File: src/rtl/grayscale_pkg.sv
// Shared definitions for the RGB-to-gray pipeline: pixel modes, luma weights, channel positions.
// Latency: n/a (definitions only).
// Backpressure: n/a.
package grayscale_pkg;

    // Per-pixel conversion mode, sampled together with each popped pixel.
    typedef enum logic [1:0] {
        MODE_AVG    = 2'd0,
        MODE_LUMA   = 2'd1,
        MODE_BYPASS = 2'd2,
        MODE_THRESH = 2'd3
    } mode_t;

    // Luma weights sum to 256, so a shift of 8 keeps the result in channel range.
    localparam logic [7:0] LUMA_R_WEIGHT = 8'd77;
    localparam logic [7:0] LUMA_G_WEIGHT = 8'd150;
    localparam logic [7:0] LUMA_B_WEIGHT = 8'd29;
    localparam int         LUMA_SHIFT    = 8;

    // Bit positions of the channels in a packed pixel: R high, G middle, B at bit 0.
    function automatic int r_lsb(input int w);
        return 2 * w;
    endfunction

    function automatic int g_lsb(input int w);
        return w;
    endfunction

endpackage

File: src/rtl/gray_calc.sv
// Registered gray-value stage: average, luma, threshold or bypass of one pixel.
// Latency: 1 cycle from enable-qualified input to registered output.
// Backpressure: holds all outputs while enable is low.
//
// Ports: clock/reset (async, active-high); enable advances the stage; valid_in,
// pix_in, mode_in, thr_in describe the incoming pixel; valid_out, g_out (final
// gray level, threshold already resolved), pix_out (unchanged pixel) and
// bypass_out (pixel must pass through untouched) describe the registered result.
module gray_calc
    import grayscale_pkg::*;
#(
    parameter int CHANNEL_W = 8
) (
    input  logic                     clock,
    input  logic                     reset,
    input  logic                     enable,
    input  logic                     valid_in,
    input  logic [3*CHANNEL_W-1:0]   pix_in,
    input  logic [1:0]               mode_in,
    input  logic [CHANNEL_W-1:0]     thr_in,
    output logic                     valid_out,
    output logic [CHANNEL_W-1:0]     g_out,
    output logic [3*CHANNEL_W-1:0]   pix_out,
    output logic                     bypass_out
);

    localparam int W = CHANNEL_W;

    logic [W-1:0] red;
    logic [W-1:0] green;
    logic [W-1:0] blue;
    logic [W+1:0] sum3;
    logic [W+7:0] luma_sum;
    logic [W-1:0] avg_g;
    logic [W-1:0] luma_g;
    logic [W-1:0] calc_g;

    assign red   = pix_in[r_lsb(W) +: W];
    assign green = pix_in[g_lsb(W) +: W];
    assign blue  = pix_in[W-1:0];

    always_comb begin
        // Sum of three channels needs two extra bits; constant divide is exact.
        sum3     = (W+2)'(red) + (W+2)'(green) + (W+2)'(blue);
        avg_g    = W'(sum3 / (W+2)'(3));
        luma_sum = (W+8)'(red)   * (W+8)'(LUMA_R_WEIGHT)
                 + (W+8)'(green) * (W+8)'(LUMA_G_WEIGHT)
                 + (W+8)'(blue)  * (W+8)'(LUMA_B_WEIGHT);
        luma_g   = W'(luma_sum >> LUMA_SHIFT);
        calc_g   = '0;
        case (mode_t'(mode_in))
            MODE_AVG:    calc_g = avg_g;
            MODE_LUMA:   calc_g = luma_g;
            MODE_THRESH: calc_g = (luma_g >= thr_in) ? '1 : '0;
            MODE_BYPASS: calc_g = '0;
        endcase
    end

    always_ff @(posedge clock or posedge reset) begin
        if (reset) begin
            valid_out  <= 1'b0;
            g_out      <= '0;
            pix_out    <= '0;
            bypass_out <= 1'b0;
        end else if (enable) begin
            valid_out <= valid_in;
            if (valid_in) begin
                g_out      <= calc_g;
                pix_out    <= pix_in;
                bypass_out <= (mode_t'(mode_in) == MODE_BYPASS);
            end
        end
    end

endmodule

File: src/rtl/grayscale_pipe.sv
// Streaming RGB-to-gray converter between an input and an output FWFT FIFO, with frame counter.
// Latency: 3 cycles from the rd_en cycle to the wr_en cycle; 1 pixel per clock sustained.
// Backpressure: out_valid & fifo_out_full freezes every stage and blocks pops; nothing is lost.
//
// Ports: clock/reset (async, active-high); mode/threshold sampled with each pop;
// fifo_in_* pops the input FIFO; fifo_out_* pushes the output FIFO;
// pixel_index counts writes in the current frame; frame_done marks the last write.
module grayscale_pipe
    import grayscale_pkg::*;
#(
    parameter int CHANNEL_W       = 8,
    parameter int FIFO_DATA_WIDTH = 32,
    parameter int FRAME_PIXELS    = 307200,
    parameter int CNT_W           = $clog2(FRAME_PIXELS)
) (
    input  logic                        clock,
    input  logic                        reset,
    input  logic [1:0]                  mode,
    input  logic [CHANNEL_W-1:0]        threshold,
    output logic                        fifo_in_rd_en,
    input  logic [FIFO_DATA_WIDTH-1:0]  fifo_in_dout,
    input  logic                        fifo_in_empty,
    output logic                        fifo_out_wr_en,
    output logic [FIFO_DATA_WIDTH-1:0]  fifo_out_din,
    input  logic                        fifo_out_full,
    output logic [CNT_W-1:0]            pixel_index,
    output logic                        frame_done
);

    localparam int              W          = CHANNEL_W;
    localparam int              PW         = 3 * CHANNEL_W;
    localparam logic [CNT_W-1:0] LAST_INDEX = CNT_W'(FRAME_PIXELS - 1);

    logic                       stall;
    logic                       out_valid;
    logic [FIFO_DATA_WIDTH-1:0] out_data;

    logic                       s1_valid;
    logic [PW-1:0]              s1_pix;
    logic [1:0]                 s1_mode;
    logic [W-1:0]               s1_thr;

    logic                       s2_valid;
    logic [W-1:0]               s2_g;
    logic [PW-1:0]              s2_pix;
    logic                       s2_bypass;
    logic [FIFO_DATA_WIDTH-1:0] s2_word;

    // Bits above the three channels carry nothing for this block.
    if (FIFO_DATA_WIDTH > PW) begin : g_in_hi
        logic unused_in_hi;
        assign unused_in_hi = ^fifo_in_dout[FIFO_DATA_WIDTH-1:PW];
    end

    assign stall          = out_valid & fifo_out_full;
    // Reset gates the pop directly so no pixel is consumed while the pipe is held clear.
    assign fifo_in_rd_en  = !reset & !stall & !fifo_in_empty;
    assign fifo_out_wr_en = out_valid & !fifo_out_full;
    assign fifo_out_din   = out_data;
    assign frame_done     = fifo_out_wr_en & (pixel_index == LAST_INDEX);

    // S1: capture popped pixel together with its mode and threshold.
    always_ff @(posedge clock or posedge reset) begin
        if (reset) begin
            s1_valid <= 1'b0;
            s1_pix   <= '0;
            s1_mode  <= '0;
            s1_thr   <= '0;
        end else if (!stall) begin
            s1_valid <= fifo_in_rd_en;
            if (fifo_in_rd_en) begin
                s1_pix  <= fifo_in_dout[PW-1:0];
                s1_mode <= mode;
                s1_thr  <= threshold;
            end
        end
    end

    // S2: gray computation.
    gray_calc #(
        .CHANNEL_W (CHANNEL_W)
    ) u_gray_calc (
        .clock      (clock),
        .reset      (reset),
        .enable     (!stall),
        .valid_in   (s1_valid),
        .pix_in     (s1_pix),
        .mode_in    (s1_mode),
        .thr_in     (s1_thr),
        .valid_out  (s2_valid),
        .g_out      (s2_g),
        .pix_out    (s2_pix),
        .bypass_out (s2_bypass)
    );

    always_comb begin
        s2_word         = '0;
        s2_word[PW-1:0] = s2_bypass ? s2_pix : {3{s2_g}};
    end

    // S3: output register. When not stalled, any held word has just been written,
    // so out_valid simply follows S2.
    always_ff @(posedge clock or posedge reset) begin
        if (reset) begin
            out_valid <= 1'b0;
            out_data  <= '0;
        end else if (!stall) begin
            out_valid <= s2_valid;
            if (s2_valid) begin
                out_data <= s2_word;
            end
        end
    end

    // Frame counter advances only on an actual output write.
    always_ff @(posedge clock or posedge reset) begin
        if (reset) begin
            pixel_index <= '0;
        end else if (fifo_out_wr_en) begin
            pixel_index <= (pixel_index == LAST_INDEX) ? '0 : pixel_index + CNT_W'(1);
        end
    end

endmodule

File: config.mk
export PLATFORM = sky130hd
export DESIGN_NAME = grayscale_pipe
export DESIGN_NICKNAME = d
export VERILOG_FILES = /design/src/rtl/grayscale_pkg.sv /design/src/rtl/gray_calc.sv /design/src/rtl/grayscale_pipe.sv
export SDC_FILE = /design/constraint.sdc
export NUM_CORES = 1
export LEC_CHECK = 0
export BUFFER_PORTS_ARGS = -buffer_cell sky130_fd_sc_hd__buf_2
export CORE_UTILIZATION = 56
export CTS_CLUSTER_SIZE = 16
export DETAILED_ROUTE_END_ITERATION = 8
export PLACE_DENSITY_LB_ADDON = 0.08
export SYNTH_ARGS = -nofsm -noshare
export SYNTH_HDL_FRONTEND = slang
export SYNTH_HIERARCHICAL = 1
export SYNTH_SLANG_ARGS = --single-unit
File: constraint.sdc
create_clock -name clock -period 16.7 [get_ports clock]
set_input_delay 1.67 -clock clock [delete_from_list [all_inputs] [get_ports clock]]
set_output_delay 1.67 -clock clock [all_outputs]
set_load 0.02 [all_outputs]
* After elaboration in Yosys (flattened, before gate mapping)
Index checks and enable logic that the tools add are counted.
** Storage, ports and cells
- Input port bits :: 46
- Register bits :: 113
- Output and inout port bits :: 54
** Operators by class
- $mul :: 3
- Equal/unequal tests :: 4
- Multiplexer cells :: 4
- Bitwise gates (word level) :: 6
- $lt $le $gt $ge :: 1
- Reduce and logical (&&, ||, !) cells :: 8
- Div/mod/pow operators :: 1
- $add $sub $neg :: 5
** Operator list (count)
- 8-bit case mux with 4 select lines :: 1
- 8-bit by 7-bit multiplier with 15-bit output (second input constant) :: 2
- 24-bit 2-to-1 mux :: 1
- 19-bit by 1-bit adder with 19-bit output (second input constant) :: 1
- 19-bit equality test (second input constant) :: 1
- 19-bit 2-to-1 mux :: 1
- 15-bit by 16-bit adder with 16-bit output :: 1
- 16-bit by 13-bit adder with 16-bit output :: 1
- 8-bit by 5-bit multiplier with 13-bit output (second input constant) :: 1
- 10-bit by 8-bit adder with 10-bit output :: 1
- 10-bit by 2-bit divider with 10-bit output (second input constant) :: 1
- 8-bit by 8-bit adder with 9-bit output :: 1
- 8-bit >= comparator :: 1
- 8-bit 2-to-1 mux :: 1
- 2-bit AND reduction :: 3
- 1-bit bitwise AND :: 5
- 2-bit equality test (second input constant) :: 2
- 1-bit logical NOT :: 4
- 2-bit by 1-bit equality test with 1-bit output (second input constant) :: 1
- 2-bit logical NOT :: 1
- 1-bit NOT :: 1

* Depth between registers and ports, before layout
Gate-level depths: netlist (run 1).
- Word-level depth :: 6
- Depth in mapped cells :: 33

* Hierarchy
The synthesis (run 1) kept the hierarchy.
** By module, submodules not included
- gray_calc :: area each 6211.0 sq um, instances 1, cells each 687
- grayscale_pipe :: area each 3387.0 sq um, instances 1, cells each 291

* Worst setup path before layout (run 1)
No wires, ideal clock.
- Path kind :: register to register
- Start point :: register s1_pix[12]
- End point :: register u_gray_calc.g_out[3]
- Cell stages (with the launch flop) :: 32
- Clock period less this slack :: 7186 ps
- Data required time :: 16575 ps
- Path slack :: 9514 ps
- Buffers on the path :: 0
- Data arrival time :: 7061 ps
- Path through :: dfrtp_1 > ha_1 > ha_1 > inv_1 > fa_1 > fa_1 > inv_1 > ha_1 > o21ai_0 > a21boi_0 > nor2_1 > ha_1 > inv_1 > fa_1 > fa_1 > inv_1 > fa_1 > ha_1 > and2_1 > a22oi_1 > nand2_1 > a21oi_1 > ha_1 > a21o_1 > a21o_1 > a21o_1 > a21o_1 > a21o_1 > a21oi_1 > or2_2 > o21ai_1 > mux2_2
** On the way
- Cells in the longest elaborated chain, start to end :: 6
- Elaborated cells on any way between the ends :: 9
** RTL lines
- start, declared :: line grayscale_pipe.sv:39 : logic [PW-1:0] s1_pix;
- start signal, assigned :: line grayscale_pipe.sv:72 : s1_pix <= fifo_in_dout[PW-1:0];
- branches (longest 5 deep; another with 10-bit by 8-bit adder with 10-bit output)
- 8-bit case mux with 4 select lines (*) :: line gray_calc.sv:51 : case (mode_t'(mode_in))
- end signal, assigned :: line gray_calc.sv:68 : g_out <= calc_g;
- end, declared :: line gray_calc.sv:22 : output logic [CHANNEL_W-1:0] g_out,
Mark *: on every way between the ends.
A chain may end at the register's enable or synchronous reset.

* Worst setup path after layout (run 1)
- Start point :: register s1_pix[12]
- End point :: register u_gray_calc.g_out[6]
The elaborated chain is that of the path after synthesis.

==> results.yml, run 1 <==
logic_synthesis:
  synthesis.area_sq_um: 9598
  netlist_instances: 978
  synthSimpleGateAreaFrac: 0.1120
  synth_edf_count: 0
  avgSynthCellArea_sq_um: 9.814
  synthFlopType: "dfrtp_1"
  muxShareOfSynthArea: 0.05358
  synth_xor_area_frac: 0.03442
  synth_fa_ha_area_frac: 0.2652
  synth_top_family_by_area: "adder cells"
  synth-seq-area-share: 0.2946
  postSynth.asyncResetShare: 1.000
  netlist.area_leader.share: 0.2946
  yosysWarnings: 6
  yosysTopAreaCell: "dfrtp_1"
  ys_types: 87
  ys_ff_latch: 113
  synth_compound_area_frac: 0.1613
  synthTopCellsByArea: "dfrtp_1, fa_1, ha_1, inv_1, mux2_2"
sta:
  layout_min_cycle_time_ns: 8.161
  finalWorstSetupSlack_ns: 8.539
  max_freq_ghz: 0.1225
  slew_violations: 0
  slew_headroom: 0.3163
  setup_viol: 0
  fin_setup_tns_ns: 0
  rsz0062_at_grt: "false"
  skew_ns: 0.009848
  fin_crit_sh: 0.4887
  worst_slew_pin_slew_ns: 1.026
  hold_viol: 0
clock_network:
  clk_latency_ns: 0.42
  hold_buffers: 0
  cts_buffers: 17
  cts_resized: 0
  post_cts_buffers: 0
  clock_sinks: 113
  cts.clk_slew.worst_paths_ns: 0.06
  cts_tree: "yes"
  cts_max_level: 4
  clk_path_buf_depth: 2
  cts-root-buf: "clkbuf_16"
cells_and_area:
  area_growth_pct: 12.02
  num-nets-final: 1262
  final_layout_size_suffix_gt1_frac: 0.1889
  n_antenna_cell: 0
  fin_util: 0.6460
route:
  vias: 7270
  final_antenna_net_count: 0
  wl_per_cell_um: 17.01
  viasPerCell: 5.662
  drcViolationCount: 0
  routed_wl_um: 21840
  drt_pass1_iterations: 5
  drt_iter0_markers: 412
worst_setup_path:
  critPathLaunch: "s1_pix[12]$_DFFE_PP0P_"
  slowest_stage: "dfrtp_1"
  cpPeakStageDelay_ns: 0.59
  worstPathRequired_ns: 17.00
  path_common_cell: "ha_1"
  critPathTopFamily: "adder cells"
  crit_fanout: 7
  crit_type: "reg -> reg"
  end_kind: "flip-flop"
  arrival_ns: 8.46
  cp-start-kind: "flip-flop"
  critPathBufInv: 4
  worst-r2r-setup-slack_ns: 8.54
  r2r_start: "s1_pix[12]$_DFFE_PP0P_"
die:
  start_util: 0.5767
  die_h_um: 132.9
  design.die.area_sq_um: 17670
  rows: 47
  fp.dieW_um: 132.9
  core_area_sq_um: 16640
  ioPinCount: 100
hold_path:
  hold_start: "u_gray_calc/g_out[2]$_DFFE_PP0P_"
  min_path_type: "reg -> reg"
global_route:
  first_global_vias: 6968
  grt_util_all_layers: 0.2659
  grt_pass1_wl_um: 36250
  antenna_found_initial: 0
  grt_max_degree: 80
  overflow: 0
outcome:
  status: "completed"
placed_design:
  place_worst_setup_slack_ns: 8.623
  hpwl_um: 16480
  place.gp.congestion: 0.9507
  port_buffers: 83
flow_run:
  cap_violations: 0
[cell usage after synthesis, drive strengths merged, types with 7 or more instances]
| cell type | instances |
|---|---|
| mux2 | 43 |
| nand2b | 10 |
| buf | 29 |
| xor2 | 12 |
| nor2 | 68 |
| o21ai | 43 |
| nand3 | 21 |
| fa | 64 |
| dfrtp | 113 |
| a21o | 14 |
| a21oi | 82 |
| clkbuf | 12 |
| nor3 | 13 |
| nand4 | 8 |
| o211ai | 11 |
| inv | 138 |
| xnor2 | 24 |
| a211oi | 9 |
| and2 | 8 |
| nand2 | 52 |
| ha | 101 |
| nor2b | 10 |
| a211o | 7 |
[metrics by stage]
stage / hold slack [ns] / instances / area [sq um]
after floorplan: 0.4415 / 985 / 9624
after global placement: 0.4555 / 1252 / 10130
after detailed placement: 0.4626 / 1252 / 10130
after CTS: 0.4752 / 1284 / 10750
after global routing: 0.5035 / 1284 / 10750
final: 0.4771 / 1284 / 10750
[cell usage in the layout, fill, tap and decap left out, types with 5 or more instances in the layout]
cell | Yosys | final
mux2_2 | 43 | 43
buf_4 | 13 | 5
nand2b_1 | 10 | 10
nand3_1 | 20 | 20
conb_1 | 1 | 8
ha_1 | 101 | 101
o21ai_0 | 40 | 40
dfrtp_1 | 113 | 113
a21o_1 | 14 | 14
o211ai_1 | 10 | 10
clkbuf_16 | 0 | 17
buf_2 | 9 | 83
and2_1 | 7 | 7
nor2_1 | 67 | 67
fa_1 | 64 | 64
nand2_1 | 51 | 50
nor3_1 | 13 | 13
a21oi_1 | 78 | 78
a211o_1 | 6 | 6
clkinv_4 | 0 | 5
inv_1 | 138 | 137
xor2_1 | 11 | 11
nand4_1 | 8 | 8
xnor2_1 | 23 | 23
nor2b_1 | 10 | 10
[worst reg2reg max path: cells and delay by family, from the launching register on]
family                     cells  cell delay [ns]
AOI/OAI and AO/OA             11             2.34
and+or+nand+nor                5             0.62
DFF                            1             0.59
adders and majority gates     11             4.25
buffers and inverters          4             0.19
[path summary, 6_finish.rpt]
check / endpoint / cells after the start
max: u_gray_calc/g_out[6]$_DFFE_PP0P_ / 31
min: u_gray_calc/g_out[2]$_DFFE_PP0P_ / 1
min reg2reg: u_gray_calc/g_out[2]$_DFFE_PP0P_ / 1
max reg2reg: u_gray_calc/g_out[6]$_DFFE_PP0P_ / 31
max in group asynchronous: s1_thr[7]$_DFFE_PP0P_ / 3
min in group asynchronous: u_gray_calc/pix_out[17]$_DFFE_PP0P_ / 2
[flip-flops by register name, summed over array words and instances (netlist names)]
name and cells:
u_gray_calc/valid_out 1, u_gray_calc/g_out 8, s1_valid 1, out_valid 1, s1_pix 24, u_gray_calc/bypass_out 1
s1_mode 2, fifo_out_din 24, s1_thr 8, u_gray_calc/pix_out 24, pixel_index 19
[routing by layer]
layer	up-vias	wire, um	GRT usage
met1	3554	10420	0.3800
met3	23	946	0.03946
met5	-	0	0
met2	193	10140	0.4180
li1	3500	-	-
met4	0	340	0.07982
[cell type report]
class,count,area (sq um)
Clock buffer,17,425.4
Clock inverter,15,198.9
Fill cell,1367,5891
Inverter,138,519.2
Multi-Input combinational cell,693,6052
Sequential cell,113,2828
Tap cell,220,275.3
Timing Repair Buffer,88,452.9
[logic make-up (layout without fill, tap and decap cells)]
kind of cell,Yosys count,in the layout
muxes,46,46
adders and majority gates,165,165
buffers and inverters,179,258
xor gates and xnor gates,36,36
DFF,113,113
AOI/OAI and AO/OA,225,225
and+or+nand+nor,213,213
other,1,8
Power of run 1 is not shown: default switching activity piles up to over one toggle a cycle in this logic, so the estimate is an artifact.
==> inputs of run 2 (changes only) <==
clock period = 8.5 ns   (was 16.7 ns; I/O delays follow)
==> run 2 against run 1 <==
Compared with the run above:
- routed wire length is 0.12% lower
- non-clock buffer count up 4
- die area stayed put
- hold slack worse by 0.019 ns
- critical path type unchanged
- highest routed layer unchanged
==> results.yml, run 2 (synthesized netlist as in run 1, its figures left out) <==
cells_and_area:
  num-nets-final: 1266
  layout_commonest_cell: "inv_1"
  final_layout_size_suffix_gt1_frac: 0.1940
  area_growth_pct: 12.29
  layout_common_cells: "inv_1, dfrtp_1, ha_1"
  n_antenna_cell: 0
  fin_util: 0.6476
worst_setup_path:
  cp-start-kind: "flip-flop"
  arrival_ns: 8.33
  slowest_stage: "fa_1"
  rr_endpoint: "u_gray_calc/g_out[7]$_DFFE_PP0P_"
  r2r_start: "s1_pix[11]$_DFFE_PP0P_"
  crit_end: "u_gray_calc/g_out[7]$_DFFE_PP0P_"
  crit_type: "reg -> reg"
  crit_fanout: 6
  end_kind: "flip-flop"
  rr_worst_depth: 32
  worst-r2r-setup-slack_ns: 0.46
  worstPathRequired_ns: 8.79
  path_common_cell: "ha_1"
  cpPeakStageDelay_ns: 0.49
  critPathLaunch: "s1_pix[11]$_DFFE_PP0P_"
global_route:
  first_global_vias: 6968
  grt_max_degree: 61
  grt_util_all_layers: 0.2627
  antenna_found_initial: 0
  grt_pass1_wl_um: 35980
  overflow: 0
sta:
  slew_violations: 0
  rsz0062_at_grt: "false"
  layout_min_cycle_time_ns: 8.038
  skew_ns: 0.01567
  fin_setup_tns_ns: 0
  fin_crit_sh: 0.9456
  worst_slew_pin_slew_ns: 1.022
  slew_headroom: 0.3185
  max_freq_ghz: 0.1244
  hold_viol: 0
  finalWorstSetupSlack_ns: 0.4623
  setup_viol: 0
route:
  drt_iter0_markers: 510
  wl_per_cell_um: 16.95
  drcViolationCount: 0
  routed_wl_um: 21820
  viasPerCell: 5.616
  final_antenna_net_count: 0
  vias: 7228
  drt_pass1_iterations: 5
clock_network:
  hold_buffers: 0
  cts_resized: 0
  cts_buffers: 17
  post_cts_buffers: 0
  cts.clk_slew.worst_paths_ns: 0.06
  cts_max_level: 4
  cts_tree: "yes"
  cts-root-buf: "clkbuf_16"
  clk_latency_ns: 0.42
  clk_path_buf_depth: 2
  clock_sinks: 113
placed_design:
  hpwl_um: 16660
  place_worst_setup_slack_ns: 0.4103
  port_buffers: 83
  place.gp.congestion: 0.9331
die:
  ioPinCount: 100
  fp.dieW_um: 132.9
  rows: 47
  die_h_um: 132.9
  start_util: 0.5767
  core_area_sq_um: 16640
  design.die.area_sq_um: 17670
flow_run:
  cap_violations: 0
outcome:
  status: "completed"
hold_path:
  min_path_type: "in -> async"
## run 2: cell count changes in the layout (fill, tap and decap cells not counted), moves of 2 or more
cell,delta
buf_4,+4
clkinv_4,-4
clkinvlp_4,+4
inv_6,-2
inv_8,-2
## run 2: metal layers
metal  global-route usage  wire length (um)  vias up
met1               0.3835             10450     3480
met4              0.06641               283        0
met5                    0                 0        -
li1                     -                 -     3517
met2               0.4023              9980      208
met3              0.04866              1096       23
## run 2: area by class of cell
| class | instances | area [sq um] |
|---|---|---|
| multi-input combinational | 693 | 6070 |
| fill | 1397 | 5864 |
| sequential | 113 | 2829 |
| inverter | 138 | 519.2 |
| timing repair buffer | 92 | 483.0 |
| clock buffer | 19 | 442.9 |
| tap | 220 | 275.3 |
| clock inverter | 12 | 158.9 |
## run 2: metrics by stage
stage	instances	hold WS [ns]	cell area, sq um
2_1_floorplan	985	0.4415	9624
3_3_place_gp	1256	0.4537	10160
3_5_place_dp	1256	0.4583	10160
4_1_cts	1287	0.4553	10760
5_1_grt	1287	0.4804	10780
6_report	1287	0.4585	10780
## run 2: how the worst min path moves through the flow
| stage | startpoint | endpoint | slack (ns) | depth (start not counted) |
|---|---|---|---|---|
| after floorplan | u_gray_calc/g_out[4]$_DFFE_PP0P_ | u_gray_calc/g_out[4]$_DFFE_PP0P_ | 0.44 | 1 |
| after global placement | u_gray_calc/g_out[2]$_DFFE_PP0P_ | u_gray_calc/g_out[2]$_DFFE_PP0P_ | 0.45 | 1 |
| after detailed placement | u_gray_calc/g_out[4]$_DFFE_PP0P_ | u_gray_calc/g_out[4]$_DFFE_PP0P_ | 0.46 | 1 |
| after CTS | reset | u_gray_calc/pix_out[17]$_DFFE_PP0P_ | 0.46 | 2 |
| after global routing | u_gray_calc/g_out[4]$_DFFE_PP0P_ | u_gray_calc/g_out[4]$_DFFE_PP0P_ | 0.48 | 1 |
| final | reset | u_gray_calc/pix_out[17]$_DFFE_PP0P_ | 0.46 | 2 |
## run 2: critical path: cells and delay by family, from the launching register on
family / cells / cell delay (ns)
fa+ha+maj: 11 / 4.02
buf+inv: 4 / 0.19
compound gates: 13 / 2.58
flops: 1 / 0.48
simple gates: 4 / 0.62
Power of run 2 is left out for the same reason.
==> inputs of run 3 (changes only) <==
--- a/config.mk
+++ b/config.mk
@@ -8,2 +8,3 @@
 export BUFFER_PORTS_ARGS = -buffer_cell sky130_fd_sc_hd__buf_2
+export CAP_MARGIN = 0
 export CORE_UTILIZATION = 56
==> constraint.sdc (replaced) <==
create_clock -name clock -period 8.5 [get_ports clock]
set_input_delay 0.425 -clock clock [delete_from_list [all_inputs] [get_ports clock]]
set_output_delay 0.425 -clock clock [all_outputs]
set_load 0.02 [all_outputs]
==> run 3 against run 2 <==
Compared with the run above:
- first-iteration DRC count shrank 1.2%
- register-to-register slack better by 0.03 ns
- critical path type unchanged
- design area decreased by 0.46%
- clock skew is 0.0069 ns lower
==> results.yml, run 3 (synthesized netlist as in run 1, its figures left out) <==
die:
  design.die.area_sq_um: 17670
  die_h_um: 132.9
  core_area_sq_um: 16640
  rows: 47
  fp.dieW_um: 132.9
  ioPinCount: 100
  start_util: 0.5767
cells_and_area:
  layout_common_cells: "inv_1, dfrtp_1, ha_1"
  n_antenna_cell: 0
  num-nets-final: 1266
  multi_input_area_sq_um: 6052
  nFillCells: 1409
  area_growth_pct: 11.77
  layout_commonest_cell: "inv_1"
  final_layout_size_suffix_gt1_frac: 0.1919
  seqCellArea_sq_um: 2828
clock_network:
  cts-root-buf: "clkbuf_16"
  cts_max_level: 4
  clk_latency_ns: 0.42
  cts_buffers: 17
  post_cts_buffers: 0
  cts_tree: "yes"
  cts.clk_slew.worst_paths_ns: 0.06
  clock_sinks: 113
  cts_resized: 0
  clk_path_buf_depth: 2
  hold_buffers: 0
worst_setup_path:
  critPathTopFamily: "adder cells"
  crit_type: "reg -> reg"
  end_kind: "flip-flop"
  critPathBufInv: 4
  cp-start-kind: "flip-flop"
  worstPathRequired_ns: 8.80
  arrival_ns: 8.31
  slowest_stage: "dfrtp_1"
  crit_fanout: 6
  path_common_cell: "ha_1"
  cpPeakStageDelay_ns: 0.55
global_route:
  grt_util_all_layers: 0.2608
  overflow: 0
  first_global_vias: 6866
  antenna_found_initial: 0
  grt_max_degree: 80
  grt_pass1_wl_um: 35470
  met3_usage: 0.04483
  use_met1: 0.3720
  grt.busiest_layer: "met2"
  grtUsageMet2: 0.4133
route:
  final_antenna_net_count: 0
  wl_per_cell_um: 16.80
  vias: 7195
  routed_wl_um: 21630
  drt_iter0_markers: 504
  drt_pass1_iterations: 5
  drcViolationCount: 0
  viasPerCell: 5.586
sta:
  holdWs_ns: 0.1474
  rsz0062_at_grt: "false"
  slew_violations: 0
  skew_ns: 0.008781
  worst_slew_pin_slew_ns: 1.032
  setup_viol: 0
  fin_setup_tns_ns: 0
  layout_min_cycle_time_ns: 8.008
  max_freq_ghz: 0.1249
  fin_crit_sh: 0.9421
  slew_headroom: 0.3121
  hold_viol: 0
placed_design:
  hpwl_um: 16290
  place.gp.congestion: 0.9209
  port_buffers: 83
hold_path:
  min_path_type: "in -> async"
flow_run:
  cap_violations: 0
outcome:
  status: "completed"
run 3: worst reg2reg max path: cells and delay by family, from the launching register on:
family,cells,cell delay (ns)
simple gates,4,0.56
compound gates,13,2.58
flops,1,0.55
buf+inv,4,0.19
fa+ha+maj,11,4.00
run 3: per-layer routing:
layer  up-vias  wire length [um]
met5         -                 0
met4         0               225
met3        20               989
met2       181             10220
met1      3486             10200
li1       3508                 -
run 3: path summary, 6_finish.rpt:
kind	startpoint	to	slack (ns)	depth (start not counted)
setup / recovery	s1_pix[13]$_DFFE_PP0P_	u_gray_calc/g_out[7]$_DFFE_PP0P_	0.49	32
hold / removal	reset	u_gray_calc/valid_out$_DFFE_PP0P_	0.15	3
setup reg to reg	s1_pix[13]$_DFFE_PP0P_	u_gray_calc/g_out[7]$_DFFE_PP0P_	0.49	32
hold reg to reg	u_gray_calc/g_out[4]$_DFFE_PP0P_	u_gray_calc/g_out[4]$_DFFE_PP0P_	0.48	1
max in group asynchronous	reset	s1_thr[0]$_DFFE_PP0P_	7.45	3
min in group clock	fifo_in_dout[3]	s1_pix[3]$_DFFE_PP0P_	0.23	2
run 3: layout make-up:
class / count / area share
Sequential cell: 113 / 0.2636
Clock inverter: 14 / 0.01225
Clock buffer: 18 / 0.04094
Tap cell: 220 / 0.02566
Inverter: 138 / 0.04840
Timing Repair Buffer: 92 / 0.04502
Multi-Input combinational cell: 693 / 0.5641
run 3: stage by stage:
stage / utilization / setup slack [ns] / std cells / cell area [sq um]
CTS: 0.6446 / 0.5380 / 1288 / 10730
detailed placement: 0.6103 / 0.5670 / 1256 / 10160
global route: 0.6446 / 0.009966 / 1288 / 10730
global placement: 0.6103 / 0.6191 / 1256 / 10160
finish: 0.6446 / 0.4922 / 1288 / 10730
floorplan: - / 1.314 / 985 / 9624
Power of run 3 is left out for the same reason.
